`src/rtl/mem_dma_copy_pkg.sv`:
```
// Shared bus-master definitions: FSM encoding, write-strobe codes and word alignment.
package mem_dma_copy_pkg;

    typedef enum logic [2:0] {
        S_IDLE   = 3'd0,
        S_RD     = 3'd1,
        S_RD_GAP = 3'd2,
        S_WR     = 3'd3,
        S_WR_GAP = 3'd4,
        S_FIN    = 3'd5
    } state_t;

    localparam logic [3:0]  WSTRB_NONE = 4'b0000;
    localparam logic [3:0]  WSTRB_WORD = 4'b1111;
    localparam logic [31:0] WORD_MASK  = 32'hFFFF_FFFC;

endpackage

```
`src/rtl/mem_req_timeout.sv`:
```
// Request watchdog: counts stalled cycles of an outstanding bus request.
// o_expired rises once the counter has reached TIMEOUT-1; it then holds until cleared.
module mem_req_timeout #(
    parameter int TIMEOUT = 1024
) (
    input  logic clk,
    input  logic rst,
    input  logic i_clr,
    input  logic i_en,
    output logic o_expired
);

    localparam int CW = $clog2(TIMEOUT);
    localparam logic [CW-1:0] LAST = CW'(TIMEOUT - 1);

    logic [CW-1:0] r_cnt;
    logic          w_expired;

    assign w_expired = (r_cnt == LAST);
    assign o_expired = w_expired;

    always_ff @(posedge clk or posedge rst) begin
        if (rst) begin
            r_cnt <= '0;
        end else if (i_clr) begin
            r_cnt <= '0;
        end else if (i_en && !w_expired) begin
            r_cnt <= r_cnt + CW'(1);
        end
    end

endmodule

```
`src/rtl/mem_dma_copy.sv`:
```
// Word-by-word memory copy engine on the valid-ready bus: one read then one write per word,
// with a one-cycle valid gap after every handshake so responders see a fresh rising edge.
module mem_dma_copy
    import mem_dma_copy_pkg::*;
#(
    parameter int LEN_WIDTH = 16,
    parameter int TIMEOUT   = 1024
) (
    input  logic                 clk,
    input  logic                 rst,
    input  logic                 start,
    input  logic [31:0]          src_addr,
    input  logic [31:0]          dst_addr,
    input  logic [LEN_WIDTH-1:0] len_words,
    input  logic                 abort,
    output logic                 busy,
    output logic                 done,
    output logic                 err,
    output logic [LEN_WIDTH-1:0] words_done,
    output logic                 mem_valid,
    input  logic                 mem_ready,
    output logic [31:0]          mem_addr,
    output logic [31:0]          mem_wdata,
    output logic [3:0]           mem_wstrb,
    input  logic [31:0]          mem_rdata
);

    state_t               r_state;
    logic [31:0]          r_src;
    logic [31:0]          r_dst;
    logic [31:0]          r_buf;
    logic [LEN_WIDTH-1:0] r_remain;
    logic [LEN_WIDTH-1:0] r_words_done;
    logic                 r_abort_pend;
    logic                 r_busy;
    logic                 r_done;
    logic                 r_err;
    logic                 r_mem_valid;
    logic [31:0]          r_mem_addr;
    logic [31:0]          r_mem_wdata;
    logic [3:0]           r_mem_wstrb;
    logic                 w_expired;

    // The watchdog restarts whenever valid is low, i.e. in every gap before RD/WR.
    mem_req_timeout #(.TIMEOUT(TIMEOUT)) u_timeout (
        .clk       (clk),
        .rst       (rst),
        .i_clr     (~r_mem_valid),
        .i_en      (r_mem_valid & ~mem_ready),
        .o_expired (w_expired)
    );

    always_ff @(posedge clk or posedge rst) begin
        if (rst) begin
            r_state      <= S_IDLE;
            r_src        <= '0;
            r_dst        <= '0;
            r_buf        <= '0;
            r_remain     <= '0;
            r_words_done <= '0;
            r_abort_pend <= 1'b0;
            r_busy       <= 1'b0;
            r_done       <= 1'b0;
            r_err        <= 1'b0;
            r_mem_valid  <= 1'b0;
            r_mem_addr   <= '0;
            r_mem_wdata  <= '0;
            r_mem_wstrb  <= '0;
        end else begin
            r_done <= 1'b0;
            if (abort && r_busy) begin
                r_abort_pend <= 1'b1;
            end
            case (r_state)
                S_IDLE: begin
                    if (start) begin
                        r_src        <= src_addr & WORD_MASK;
                        r_dst        <= dst_addr & WORD_MASK;
                        r_remain     <= len_words;
                        r_err        <= 1'b0;
                        r_words_done <= '0;
                        r_abort_pend <= 1'b0;
                        if (len_words == '0) begin
                            r_state <= S_FIN;
                            r_done  <= 1'b1;
                        end else begin
                            r_state     <= S_RD;
                            r_busy      <= 1'b1;
                            r_mem_valid <= 1'b1;
                            r_mem_addr  <= src_addr & WORD_MASK;
                            r_mem_wstrb <= WSTRB_NONE;
                        end
                    end
                end
                S_RD: begin
                    if (mem_ready) begin
                        r_buf       <= mem_rdata;
                        r_mem_valid <= 1'b0;
                        r_state     <= S_RD_GAP;
                    end else if (w_expired) begin
                        r_mem_valid <= 1'b0;
                        r_err       <= 1'b1;
                        r_busy      <= 1'b0;
                        r_done      <= 1'b1;
                        r_state     <= S_FIN;
                    end
                end
                S_RD_GAP: begin
                    r_mem_valid <= 1'b1;
                    r_mem_addr  <= r_dst;
                    r_mem_wdata <= r_buf;
                    r_mem_wstrb <= WSTRB_WORD;
                    r_state     <= S_WR;
                end
                S_WR: begin
                    if (mem_ready) begin
                        r_words_done <= r_words_done + LEN_WIDTH'(1);
                        r_src        <= r_src + 32'd4;
                        r_dst        <= r_dst + 32'd4;
                        r_remain     <= r_remain - LEN_WIDTH'(1);
                        r_mem_valid  <= 1'b0;
                        r_state      <= S_WR_GAP;
                    end else if (w_expired) begin
                        r_mem_valid <= 1'b0;
                        r_err       <= 1'b1;
                        r_busy      <= 1'b0;
                        r_done      <= 1'b1;
                        r_state     <= S_FIN;
                    end
                end
                S_WR_GAP: begin
                    // Abort is honoured only here so a word already read is always written.
                    if (r_remain == '0 || r_abort_pend || abort) begin
                        r_busy  <= 1'b0;
                        r_done  <= 1'b1;
                        r_state <= S_FIN;
                    end else begin
                        r_mem_valid <= 1'b1;
                        r_mem_addr  <= r_src;
                        r_mem_wstrb <= WSTRB_NONE;
                        r_state     <= S_RD;
                    end
                end
                S_FIN: begin
                    r_abort_pend <= 1'b0;
                    r_state      <= S_IDLE;
                end
                default: begin
                    r_state <= S_IDLE;
                end
            endcase
        end
    end

    assign busy       = r_busy;
    assign done       = r_done;
    assign err        = r_err;
    assign words_done = r_words_done;
    assign mem_valid  = r_mem_valid;
    assign mem_addr   = r_mem_addr;
    assign mem_wdata  = r_mem_wdata;
    assign mem_wstrb  = r_mem_wstrb;

endmodule

```
`config.mk`:
```
export PLATFORM = sky130hd
export DESIGN_NAME = mem_dma_copy
export DESIGN_NICKNAME = d
export VERILOG_FILES = /design/src/rtl/mem_dma_copy_pkg.sv /design/src/rtl/mem_req_timeout.sv /design/src/rtl/mem_dma_copy.sv
export SDC_FILE = /design/constraint.sdc
export NUM_CORES = 1
export LEC_CHECK = 0
export CAP_MARGIN = 25
export CELL_PAD_IN_SITES_DETAIL_PLACEMENT = 2
export CELL_PAD_IN_SITES_GLOBAL_PLACEMENT = 2
export CORE_ASPECT_RATIO = 1.25
export CORE_UTILIZATION = 35
export CTS_CLUSTER_SIZE = 20
export DETAILED_ROUTE_END_ITERATION = 7
export PLACE_DENSITY_LB_ADDON = 0.1
export RECOVER_POWER = 25
export SLEW_MARGIN = 20
export SYNTH_ARGS = -nofsm -noshare
export SYNTH_HDL_FRONTEND = slang
export SYNTH_SLANG_ARGS = --single-unit
```
`constraint.sdc`:
```
create_clock -name clk -period 18.1 [get_ports clk]
set_input_delay 3.62 -clock clk [delete_from_list [all_inputs] [get_ports clk]]
set_output_delay 3.62 -clock clk [all_outputs]
set_load 0.01 [all_outputs]
```
# == Word-level counts from Yosys, hierarchy flattened ==
# Cells that the tools add are included.
# word_totals
reg_bits,214
n_memories,0
ram_bits,0
rom_bits,0
latchBits,0
# classes
shift,0
div,0
mul,0
n_lt_le_gt_ge,0
eq_ne,15
addsub,5
muxes,51
n_bitwise,2
n_reduce_logical,20
# op_table
cell,count
$mux W32,7
$pmux W32 S2,2
$pmux W32 S3,1
$add A32 B3 Y32 const B,2
$mux W16,4
$pmux W16 S2,2
$logic_not A16 Y1,2
$mux W10,2
$mux W3,6
$mux W1,17
$add A16 B1 Y16 const B,1
$sub A16 B1 Y16 const B,1
$pmux W3 S5,1
$mux W4,3
$ne A2 B2 Y1 const B,6
$pmux W4 S3,1
$add A10 B1 Y10 const B,1
$eq A10 B10 Y1 const B,1
$reduce_and A4 Y1,2
$eq A3 B2 Y1 const B,2
$eq A3 B3 Y1 const B,2
$pmux W1 S3,2
$reduce_and A6 Y1,1
$reduce_bool A3 Y1,2
17 further kinds,22

# == Longest topological paths before layout ==
# Gate-level depths: netlist of the first run.
# depth
ltp_word,5
depth_mapped,8
mapped_depth_nobuf,7

# == By module ==
# From an unflattened synthesis of the first run, not the netlist that was laid out.
# unflattened
cells_unflattened,1191
area_unflattened_um2,11342.1
# modules_own_cells
mod,area_per_inst_um2,cells_each,instances,seq_area_each_um2
mem_dma_copy,10706.5,1125,1,4904.7
mem_req_timeout,635.6,66,1,250.2

# == Worst setup path before layout of the first run ==
# OpenSTA, ideal clock, no wires.
# synth_timing
path_type,input to register
startpoint,input abort
endpoint,"register r_mem_addr[30], in the netlist mem_addr[30]"
t_required_ps,17966
cell_stages,6
setup_ps,134
arrival_ps,4838
setup_slack_ps,13128
cell_sequence,or4b_4 o22ai_1 o221ai_4 buf_6 nand2_1 o21ai_1
# synth_via
elab_chain_cells,3
# synth_lines
element,line_no,rtl
start: declaration,mem_dma_copy.sv:15,"input logic abort,"
$logic_or A1 B1 Y1,mem_dma_copy.sv:133,if (r_remain == '0 || r_abort_pend || abort) begin
$ne A2 B2 Y1 (no source line),n/a,
$reduce_and A4 Y1 (no source line),n/a,
end signal: assignment,mem_dma_copy.sv:90,r_mem_addr <= src_addr & WORD_MASK;
end signal: assignment,mem_dma_copy.sv:110,r_mem_addr <= r_dst;
end signal: assignment,mem_dma_copy.sv:139,r_mem_addr <= r_src;
end: declaration,mem_dma_copy.sv:39,logic [31:0] r_mem_addr;
# Every way passes these cells.
# A chain may end at the register's enable or synchronous reset.

==> flow_metrics.tcl, run 1 <==
set metrics [dict create \
    setup_violations 0 \
    met1_length_um 15900 \
    dieWidth_um 160 \
    max-cap-violations 3 \
    wl_per_cell_um 22.9 \
    grtUsageTotal 0.242 \
    cellPowerDensity_nw_per_um2 176 \
    gp_congestion 0.812 \
    synthTopCellsByArea "dfrtp_1 (47%), mux2_2 (6.6%), a21oi_1 (4.4%)" \
    drive_gt1_frac 0.136 \
    clk_pin_slew_ns 0.06 \
    clk_latency_ns 0.54 \
    synth_edf_count 0 \
    violations "max-capacitance violations, max-slew violations" \
    cts_sinks 206 \
    cts_buffers 25 \
    final_common_cell "dfrtp_1" \
    wl_met2_um 19900 \
    status "finished with violations" \
    slew_headroom -2.07 \
    grt_first_pass_wirelength_um 61300 \
    die_h_um 199 \
    synth_warnings 0 \
    cts_tree "yes" \
    grt_pass1_vias 10630 \
    ys_seq_elements 206 \
    holdWs_ns 0.474 \
    fillers 3272 \
    critPathKind "primary input to async pin" \
    wl_met3_um 2000 \
    hp-class "flip-flop to flip-flop" \
    register_area_um2 5160 \
    synth.avg_cell_area_um2 9.74 \
    place_ws_ns 11.51 \
    drtIter0Drc 365 \
    synth_ff_type "dfrtp_1" \
    leakagePower_nw 5.48 \
    arrival_ns 8.95 \
    cp_max_fo 76 \
    reg2reg_slack_ns 13.70 \
    cts-root-buf "clkbuf_16" \
    post_cts_resized 0 \
    cp.required_ns 17.29 \
    htree_levels 1 \
    nets 1403 \
    clock_path_buffers 3 \
    cts_hold_buf 0 \
    drc 0 \
    die-area_um2 31900 \
    ant_nets 0 \
    rsz0062_at_grt "false" \
    end_kind "async pin" \
    syn2layout_area_growth_pct 28.1 \
    clock_skew_ns 0.0237 \
    synth.top_cell.area_share 0.472 \
    start_kind "primary input" \
    start_util 0.359 \
    yosysSeqAreaShare 0.472 \
    gr-total-overflow 0 \
    dr.pass1.iters 4 \
    cts_setup_buffers 0 \
    vias 9794 \
    layout_common_cells "dfrtp_1 (205), clkdlybuf4s50_1 (198), nand2_1 (105), a21oi_1 (94), nor2_1 (72)" \
    viasPerCell 5.77 \
    setup_ws_ns 8.34 \
    n_antenna_cell 0 \
    syn-cell-area_um2 10900 \
    worstMarginPinSlew_ns 4.60 \
    period_share 0.539 \
    netlist_instances 1121 \
    finalMaxSlewViolations 159 \
    drt-total-wl_um 39000 \
    antenna_found_initial 2 \
    grt_max_degree 130 \
    multi_input_area_um2 5290 \
    core-area_um2 30400 \
    yosysUniqueCellTypes 71 \
    timing.fmax_ghz 0.102 \
    io_pins 205 \
    fp-row-count 71 \
    synth_nets 1244 \
    synth_top_area_cell "dfrtp_1" \
    fin_crit_ns 9.76 \
    port-buffer-count 200 \
    synth_async_sr_flop_share 1.00 \
    hold_violations 0 \
    top_layer "met5" \
    ir_drop_v 0.0000856 \
    finalSetupTns_ns 0 \
    dpl.hpwl_um 25400 \
]
[stage by stage]
stage	cell area (µm²)	cells	util	power [mW]
floorplan	10900	1121	-	1.53
global placement	13100	1650	0.432	1.90
detailed placement	13100	1650	0.432	1.95
CTS	14000	1694	0.459	2.49
global route	14000	1698	0.460	2.62
finish	14000	1698	0.460	2.46
[metal layers]
layer  global-route usage  vias up
met5                    0        -
met4               0.0794        4
met3               0.0502       71
met2                0.434      221
met1                0.289     5016
li1                     -     4482
[kinds of logic after synthesis]
| kind of cell | count (synthesis) | share of synthesized area |
|---|---|---|
| adders and majority gates | 6 | 0.00688 |
| buffers and inverters | 104 | 0.0462 |
| and+or+nand+nor | 372 | 0.179 |
| muxes | 73 | 0.0743 |
| xor gates and xnor gates | 21 | 0.0168 |
| DFF | 206 | 0.472 |
| AOI/OAI and AO/OA | 339 | 0.205 |
[report_power, final]
part           total (mW)  switching [mW]  internal (mW)
clock               0.515           0.208          0.307
combinational        1.06           0.581          0.479
sequential          0.887           0.219          0.668
total                2.46            1.01           1.45
[final cells by class]
type | count | share of cell area
multi-input combinational | 811 | 0.379
sequential | 206 | 0.369
timing repair buffer | 218 | 0.153
clock buffer | 38 | 0.0525
tap | 401 | 0.0359
clock inverter | 6 | 0.00618
inverter | 18 | 0.00492
[worst paths after layout]
path                                   from       endpoint  cells after the start
worst max-delay path                    rst     r_state[0]                      3
worst min-delay path            mem_addr[9]    mem_addr[9]                      2
worst max register to register   r_state[1]  mem_wdata[28]                      4
worst min register to register  mem_addr[9]    mem_addr[9]                      2
max in group clk                      start      r_src[29]                      7
min in group asynchronous               rst  words_done[7]                      2
[sequential cells by signal, indices dropped and copies added (netlist names), 3 cells and up]
| name | flops |
|---|---|
| r_src | 30 |
| r_state | 3 |
| mem_addr | 31 |
| r_dst | 30 |
| u_timeout.r_cnt | 10 |
| words_done | 16 |
| r_remain | 16 |
| mem_wdata | 32 |
| r_buf | 32 |
[cell usage after synthesis (all sizes together), types with 6 or more instances]
cell type  count
a21oi         96
mux2          64
mux2i          9
nand4         38
nand3         55
o22ai         57
nor2          73
nor3          22
clkbuf        35
nor4          14
nand2        106
inv           18
xor2          16
dfrtp        206
a211oi         7
buf           51
o22a          27
or3           11
and2           7
and3          13
a2bb2oi       21
ha             6
and4          10
o21ai         91
[worst max-delay path: stages]
cell           delay, ns
dlygate4sd3_1       0.55
clkinvlp_2          1.42
clkbuf_1            3.31
Note: power is estimated with default switching activity, not from simulation.
==> inputs of run 2 (changes only) <==
- CORE_UTILIZATION: 35 -> 30
- clock period: 18.1 -> 7.8 ns (I/O delays scaled with it)
==> run 2 against run 1 <==
The flow still finishes with violations (max-capacitance violations, max-slew violations). Clock skew down 0.0020 ns. Power is 130% higher. Worst hold slack better by 0.0035 ns. Sequential share of layout area is 0.40 points lower. Global-route usage fell by 2.9 points. Register-to-register slack lost 9.3 ns. Setup slack got worse by 5.2 ns. Non-clock buffer count unchanged. Highest routed layer unchanged. Critical endpoint is now r_buf[2].
==> flow_metrics.tcl, run 2 (same netlist as run 1, synthesis figures left out) <==
set metrics [dict create \
    drc 0 \
    grt_use_met2 0.368 \
    htree_levels 1 \
    met3_usage 0.0469 \
    cts-root-buf "clkbuf_16" \
    grtUsageTotal 0.213 \
    crit_chain "dlygate4sd3_1 > clkbuf_1 > nor3b_4 > clkbuf_1 > mux2_2" \
    port-buffer-count 200 \
    cpMostUsedCell "clkbuf_1" \
    wl_per_cell_um 22.1 \
    clock_path_buffers 3 \
    clk_pin_slew_ns 0.06 \
    die-area_um2 37200 \
    end_kind "flip-flop" \
    syn2layout_area_growth_pct 29.4 \
    cts_setup_buffers 0 \
    start_kind "primary input" \
    violations "max-capacitance violations, max-slew violations" \
    drt-total-wl_um 39200 \
    slew_headroom -0.384 \
    busiest_layer "met2" \
    critPathMaxStageDelay_ns 1.49 \
    cp_top_family "buffers and inverters" \
    layout_common_cells "dfrtp_1 (205), clkdlybuf4s50_1 (197), nand2_1 (105), a21oi_1 (94), nor2_1 (71)" \
    rsz0062_at_grt "false" \
    gp_congestion 0.798 \
    grt_max_degree 121 \
    finalSetupTns_ns 0 \
    arrival_ns 5.09 \
    fillers 3834 \
    path_buf_inv 3 \
    cts_hold_buf 0 \
    period_share 0.600 \
    core-area_um2 35600 \
    cts_tree "yes" \
    finalMaxSlewViolations 64 \
    use_met1 0.260 \
    clock_skew_ns 0.0217 \
    drtIter0Drc 375 \
    worstMarginPinSlew_ns 2.08 \
    multi_input_area_um2 5310 \
    setup_violations 0 \
    leakagePower_nw 5.50 \
    cp.required_ns 8.21 \
    hp-class "flip-flop to flip-flop" \
    final_common_cell "dfrtp_1" \
    io_pins 205 \
    status "finished with violations" \
    nets 1403 \
    gr-total-overflow 0 \
    die_h_um 215 \
    placed_cell_area_um2 13300 \
    hold_violations 0 \
    register_area_um2 5160 \
    cts_sinks 206 \
    fin_crit_ns 4.68 \
    post_cts_resized 0 \
    dr.pass1.iters 4 \
    timing.fmax_ghz 0.214 \
    fp-row-count 77 \
    crit_path_top_delay_cell "clkbuf_1" \
    antenna_found_initial 5 \
    clk_latency_ns 0.55 \
    critPathKind "primary input to flip-flop" \
    finalPower_mw 5.74 \
    cp_max_fo 33 \
    drive_gt1_frac 0.142 \
    cellPowerDensity_nw_per_um2 406 \
    fin_util 0.396 \
    max-cap-violations 2 \
    ir_drop_v 0.000216 \
    viasPerCell 5.45 \
    start_util 0.306 \
    grt_first_pass_wirelength_um 62900 \
    cts_buffers 25 \
    stdcell_area_um2 14100 \
    ant_nets 0 \
    dpl.hpwl_um 26500 \
    vias 9669 \
    grt_pass1_vias 10652 \
    dieWidth_um 173 \
]
==> run 2: cell types whose count changed in the layout (fill, tap and decap cells not counted), moves of 2 or more <==
cell	change
diode_2	+2
mux2_1	-2
clkinv_2	+3
clkbuf_8	+2
mux2_2	+2
clkbuf_1	-2
==> run 2: final cells by class <==
| cell class | instances | share of cell area |
|---|---|---|
| clock buffers | 37 | 0.0531 |
| diodes | 2 | 0.000354 |
| multi-input cells | 811 | 0.376 |
| well taps | 474 | 0.0420 |
| flip-flops and latches | 206 | 0.365 |
| inverters | 18 | 0.00531 |
| repair buffers | 218 | 0.152 |
| clock inverters | 9 | 0.00717 |
==> run 2: path summary, 6_finish.rpt <==
kind | startpoint | to | slack, ns | depth (start not counted)
setup reg to reg | r_state[0] | r_buf[2] | 4.36 | 5
min in group asynchronous | rst | words_done[7] | 1.68 | 2
max in group asynchronous | rst | r_buf[17] | 4.08 | 3
setup / recovery | mem_ready | r_buf[2] | 3.12 | 5
hold / removal | mem_addr[7] | mem_addr[7] | 0.48 | 2
hold reg to reg | mem_addr[7] | mem_addr[7] | 0.48 | 2
==> run 2: worst register-to-register path, delay by kind of cell (launching register included) <==
family	cells	cell delay [ns]
multiplexers	1	0.48
AND/OR/NAND/NOR	2	0.47
flip-flops	1	0.35
buffers and inverters	2	2.01
==> run 2: per-stage QoR <==
step / std cells / worst slack (ns) / hold WS [ns]
2_1_floorplan: 1121 / 0.616 / 0.475
3_3_place_gp: 1725 / 3.35 / 0.460
3_5_place_dp: 1727 / 3.27 / 0.466
4_1_cts: 1773 / 3.82 / 0.483
5_1_grt: 1774 / 2.90 / 0.505
6_report: 1775 / 3.12 / 0.477
==> run 2: layer usage <==
| layer | part of all wire | wire [µm] |
|---|---|---|
| met1 | 0.42 | 16600 |
| met2 | 0.50 | 19400 |
| met3 | 0.054 | 2100 |
| met4 | 0.027 | 1070 |
| met5 | 0.00089 | 35 |
==> run 2: report_power, final <==
group | leakage, nW | internal (mW) | switching, mW | total, mW
sequential | 2.47 | 1.55 | 0.497 | 2.05
combinational | 2.61 | 1.13 | 1.35 | 2.48
clock | 0.423 | 0.731 | 0.490 | 1.22
total | 5.50 | 3.41 | 2.34 | 5.74
